**src/rtl/micro_hash_pkg.sv**
```systemverilog
// Shared micro-hash definition used by both the miner cores and the nonce verifier.
// Everything that affects hash bit-exactness lives here.
package micro_hash_pkg;

  localparam int BYTE_W      = 8;
  localparam int HASH_ROUNDS = 32;
  localparam int BLOCK_BYTES = 16;
  localparam int HDR_BYTES   = 12;

  typedef logic [BYTE_W-1:0]   hbyte_t;
  typedef logic [3*BYTE_W-1:0] hash_t;

  localparam hash_t H_INIT = 24'h6A09E6;

  function automatic hbyte_t round_const(input logic [4:0] idx);
    return hbyte_t'(8'h5B + {3'b000, idx} * 8'h3D);
  endfunction

  // State is three bytes {a, b, c}; each round mixes one message byte into a.
  function automatic hash_t hash_round(input hash_t h, input hbyte_t w, input hbyte_t k);
    hbyte_t a, b, c, a_n, b_n, c_n;
    a   = h[23:16];
    b   = h[15:8];
    c   = h[7:0];
    a_n = (a ^ w) + {c[5:0], c[7:6]} + k;
    b_n = {a[4:0], a[7:5]} ^ c;
    c_n = b + (c ^ k);
    return {a_n, b_n, c_n};
  endfunction

  function automatic hbyte_t hash_expand(input hbyte_t w_m3, input hbyte_t w_m9,
                                         input hbyte_t w_m14);
    return w_m3 | (w_m9 ^ w_m14);
  endfunction

  function automatic hash_t hash_final(input hash_t h);
    return h + H_INIT;
  endfunction

  function automatic logic pass_check(input hash_t h, input hbyte_t tgt);
    return (h[23:16] < tgt) && (h[15:8] < tgt);
  endfunction

endpackage

```
**src/rtl/micro_hash_iter.sv**
```systemverilog
// Iterative micro-hash engine: loads a 16-byte block on start, runs one round per
// clock and pulses done once the last round has been applied to h.
module micro_hash_iter
  import micro_hash_pkg::*;
(
  input  logic                          clk,
  input  logic                          reset,
  input  logic                          start,
  input  logic [BLOCK_BYTES*BYTE_W-1:0] block,
  output logic                          done,
  output logic [4:0]                    round_idx,
  output hash_t                         h
);

  hbyte_t win [BLOCK_BYTES];
  logic   running;

  // win[0] is W[i] for the current round; the new tail is W[i+16].
  always_ff @(posedge clk) begin
    if (reset) begin
      running   <= 1'b0;
      done      <= 1'b0;
      round_idx <= '0;
      h         <= '0;
      for (int j = 0; j < BLOCK_BYTES; j++) win[j] <= '0;
    end else begin
      done <= 1'b0;
      if (start) begin
        running   <= 1'b1;
        round_idx <= '0;
        h         <= H_INIT;
        for (int j = 0; j < BLOCK_BYTES; j++)
          win[j] <= block[(BLOCK_BYTES-1-j)*BYTE_W +: BYTE_W];
      end else if (running) begin
        h <= hash_round(h, win[0], round_const(round_idx));
        for (int j = 0; j < BLOCK_BYTES-1; j++) win[j] <= win[j+1];
        win[BLOCK_BYTES-1] <= hash_expand(win[13], win[7], win[2]);
        if (round_idx == 5'(HASH_ROUNDS-1)) begin
          running <= 1'b0;
          done    <= 1'b1;
        end else begin
          round_idx <= round_idx + 5'd1;
        end
      end
    end
  end

endmodule

```
**src/rtl/nonce_verifier.sv**
```systemverilog
// Proof-of-work checker: captures a header/nonce/target request, recomputes the
// micro-hash and reports whether the nonce meets the target.
module nonce_verifier
  import micro_hash_pkg::*;
(
  input  logic                        clk,
  input  logic                        reset,
  input  logic                        valid_in,
  output logic                        ready_out,
  input  logic [HDR_BYTES*BYTE_W-1:0] data_in,
  input  logic [31:0]                 nonce_in,
  input  logic [7:0]                  target,
  output logic                        busy,
  output logic                        done,
  output logic                        pass,
  output logic [3*BYTE_W-1:0]         h_out
);

  // state   | meaning
  // S_IDLE  | waiting for a request
  // S_ROUND | engine running rounds 0..31
  // S_FINAL | final add and target compare
  // S_DONE  | result pulse; may accept the next request
  localparam logic [1:0] S_IDLE  = 2'd0;
  localparam logic [1:0] S_ROUND = 2'd1;
  localparam logic [1:0] S_FINAL = 2'd2;
  localparam logic [1:0] S_DONE  = 2'd3;

  logic [1:0] state;
  hbyte_t     target_q;
  logic       accept;
  logic       eng_done;
  logic [4:0] round_idx;
  hash_t      eng_h;
  hash_t      final_h;

  assign ready_out = (state == S_IDLE) || (state == S_DONE);
  assign busy      = (state == S_ROUND) || (state == S_FINAL);
  assign done      = (state == S_DONE);
  assign accept    = valid_in && ready_out;
  assign final_h   = hash_final(eng_h);

  micro_hash_iter u_hash (
    .clk       (clk),
    .reset     (reset),
    .start     (accept),
    .block     ({data_in, nonce_in}),
    .done      (eng_done),
    .round_idx (round_idx),
    .h         (eng_h)
  );

  always_ff @(posedge clk) begin
    if (reset) begin
      state    <= S_IDLE;
      target_q <= '0;
      pass     <= 1'b0;
      h_out    <= '0;
    end else begin
      if (accept) target_q <= target;
      case (state)
        S_IDLE:  if (accept) state <= S_ROUND;
        S_ROUND: if (round_idx == 5'(HASH_ROUNDS-1)) state <= S_FINAL;
        S_FINAL: begin
          if (eng_done) begin
            h_out <= final_h;
            pass  <= pass_check(final_h, target_q);
            state <= S_DONE;
          end
        end
        S_DONE:  state <= accept ? S_ROUND : S_IDLE;
        default: state <= S_IDLE;
      endcase
    end
  end

endmodule
```
**config.mk**
```make
export PLATFORM = sky130hd
export DESIGN_NAME = nonce_verifier
export DESIGN_NICKNAME = d
export VERILOG_FILES = /design/src/rtl/micro_hash_pkg.sv /design/src/rtl/micro_hash_iter.sv /design/src/rtl/nonce_verifier.sv
export SDC_FILE = /design/constraint.sdc
export NUM_CORES = 1
export LEC_CHECK = 0
export ABC_CLOCK_PERIOD_IN_PS = 4810
export BUFFER_PORTS_ARGS = -buffer_cell sky130_fd_sc_hd__buf_2
export CORE_ASPECT_RATIO = 0.7
export CORE_MARGIN = 3
export CORE_UTILIZATION = 45
export DETAILED_ROUTE_END_ITERATION = 8
export PLACE_DENSITY = 0.69
export SLEW_MARGIN = 25
export SYNTH_ARGS = -nofsm -noshare
export SYNTH_HDL_FRONTEND = slang
export SYNTH_HIERARCHICAL = 1
export SYNTH_SLANG_ARGS = --single-unit
export TNS_END_PERCENT = 30
```
**constraint.sdc**
```tcl
create_clock -name clk -period 4.81 [get_ports clk]
set_input_delay 0.2405 -clock clk [delete_from_list [all_inputs] [get_ports clk]]
set_output_delay 0.2405 -clock clk [all_outputs]
set_load 0.005 [all_outputs]
```
==> results.cfg <==
[min_path]
min_path_type = in2reg
hold_depth = 3

[routing]
drtPass1Iterations = 5
vias = 7738
vias_per_cell = 5.57
wl_per_cell_um = 18.7
ant_nets = 0
wl_um = 25900
drc = 0
drt_iter0_drc = 672

[global_routing]
grt_pass1_vias = 7305
gr-usage-all-layers_pct = 21.2
grt-ovfl-total = 0
antenna_found_initial = 6
grt_first_pass_wirelength_um = 40000
grt_max_degree = 62

[cts]
htreeDepth = 4
cts-root-buf = clkbuf_16
cts_max_path_buffers = 2
insertion_delay_ns = 0.43
cts_num_sinks = 194
clkTransAtPathRegs_ns = 0.07
holdBufCountCts = 0
cts_buffers = 17
cts_tree = built

[synth]
synthMuxAreaShare_pct = 0.494
synth_area_leaders = edfxtp_1 38%, dfxtp_1 13%, ha_1 5.9%
synthDistinctLibCells = 59
synth-warning-count = 6
synth-compound-area-share_pct = 18.0
synth_area_leader_cell = edfxtp_1
synth_top_area_share_pct = 37.9
synth.most_common_cell = nor2_1
synth_xor_area_share_pct = 6.31
avgSynthCellArea_um2 = 10.7
synth_edf_count = 128
synth_seq_cells = 194
postSynth.asyncResetShare_pct = 0
synth_fa_ha_area_share_pct = 9.29
ys.flop_type = edfxtp_1
synth_cells = 947
syn-num-nets = 1151
syn-cell-area_mm2 = 0.0101
synth_top_family_by_area = compound AO/OA/AOI/OAI gates
synth_commonest_cells = 132 x nor2_1, 128 x edfxtp_1, 67 x a22o_1
yosysSeqAreaShare_pct = 51.0
yosys.area_share.simple_pct = 10.5

[floorplan]
die_h_um = 132
die-area_mm2 = 0.0244
rows = 45
die_width_um = 185
io_pins = 167
design.core.area_mm2 = 0.0219
start_util_pct = 46.3

[placement]
gp_congestion = 0.887
pre_cts_ws_ns = 0.163
dpl_cell_area_mm2 = 0.0112
post-dp-hpwl_um = 18400
portBuffers = 166

[sta]
rsz0062_at_grt = false
drv_slew = 0
fin_setup_tns_ns = 0
setup_viol = 0
min_period_over_period_pct = 95.1
worst_pin_slew_ns = 0.744
fmax_mhz = 219
worst_slack_ns = 0.237
hold_viol_final = 0
holdWs_ns = 0.0451
min_period_ns = 4.57
slew_headroom_pct = 50.4
fin_skew_ns = 0.0137

[pwr]
power.total_w = 0.00750
ir_drop_v = 0.000329
power.leakage_nw = 5.00
power.density_mw_per_mm2 = 634

[critical_path]
critPathRequiredTime_ns = 5.18
slowest_stage = fa_1
cp.arrival_ns = 4.94
start_kind = flop
crit_path_end_kind = flop
r2r_cells = 17
crit_chain = inv_1 > fa_1 > inv_1 > fa_1 > fa_1 > ha_1 > a21oi_1 > xor2_1 > fa_1 > inv_1 > ha_1 > o21a_1 > o31ai_1 > a21oi_1 > xnor2_1 > or3b_1 > nand3_1
crit_fanout = 6
crit_type = reg2reg
cp_common_cell = fa_1
critPathMaxStageDelay_ns = 0.50

[outcome]
status = completed

[layout]
syn_to_final_growth_pct = 16.7
stdcell_area_mm2 = 0.0118
layout-drive-gt1-share_pct = 20.5
final_net_count = 1294

[run]
cap_violations = 0
## path summary, 6_finish.rpt
| check | from | slack, ns | end |
|---|---|---|---|
| hold reg to reg | h_out[11] | 0.46 | h_out[11] |
| setup / recovery | u_hash/round_idx[1] | 0.24 | u_hash/h[23] |
| hold / removal | target[7] | 0.05 | target_q[7] |
| setup reg to reg | u_hash/round_idx[1] | 0.24 | u_hash/h[23] |
## metrics by stage
step                utilization (%)  std cells
floorplan                         -        947
global placement               51.3       1352
detailed placement             51.3       1352
CTS                            53.8       1384
global route                   54.0       1388
finish                         54.0       1388
## kinds of logic (layout without fill, tap and decap cells)
family,Yosys count,in the layout
fa+ha+maj,65,65
flops,194,194
mux,5,5
simple gates,244,244
buf+inv,118,274
other cells,0,3
compound gates,248,248
xor+xnor,73,73
## layer usage
layer	vias to the layer above	global-route usage (%)	share of wire, %
met4	6	5.25	1.7
li1	3709	-	-
met2	264	29.2	42
met1	3725	32.6	49
met3	34	5.89	7.7
met5	-	0	0.13
## where the power goes
| part | total [W] | switching [W] | internal (W) |
|---|---|---|---|
| Clock | 0.00134 | 0.000620 | 0.000724 |
| Combinational | 0.00331 | 0.00189 | 0.00142 |
| Sequential | 0.00284 | 0.000438 | 0.00240 |
## flip-flops by register name, indices dropped and copies added (netlist names)
signal and flops:
pass 1, state 2, u_hash/round_idx 5, u_hash/h 24, h_out 24, u_hash/win 128
target_q 8, u_hash/running 1, u_hash/done 1
## placed cells by master, fill, tap and decap left out, types with 4 or more instances in the layout
cell | Yosys | final
buf_2 | 2 | 165
nor2_1 | 132 | 131
edfxtp_1 | 128 | 128
a22o_1 | 67 | 67
dfxtp_1 | 66 | 64
inv_1 | 61 | 62
nand2_1 | 58 | 58
a22oi_1 | 57 | 57
ha_1 | 48 | 48
xnor2_1 | 46 | 46
a21oi_1 | 37 | 36
xor2_1 | 27 | 25
a211oi_1 | 24 | 24
o21ai_0 | 20 | 20
clkbuf_16 | 0 | 18
fa_1 | 17 | 17
buf_4 | 0 | 14
nand3_1 | 8 | 8
o21a_1 | 6 | 6
nor3_1 | 6 | 6
a21o_1 | 6 | 6
mux2i_1 | 5 | 5
nor2b_1 | 7 | 5
and3_1 | 4 | 4
clkbuf_1 | 46 | 4
## critical path: cells and delay by family, from the launching register on
family          cells  cell delay [ns]
buf+inv             3             0.20
xor+xnor            2             0.41
flops               1             0.37
compound gates      4             0.53
simple gates        2             0.45
fa+ha+maj           6             2.53
## cell type report
cell class / instances / area (um2)
diodes: 3 / 7.51
clock buffers: 24 / 493
clock inverters: 8 / 52.6
fillers: 1926 / 10100
inverters: 62 / 233
multi-input cells: 635 / 4570
flip-flops and latches: 194 / 5170
well taps: 282 / 353
repair buffers: 180 / 951
## repair_timing
item | in CTS | in global routing
setup buffers | 0 | 1
setup endpoints to repair | 0 | 3
resized for setup | 0 | 6
Note: power is estimated with default switching activity, not from simulation.
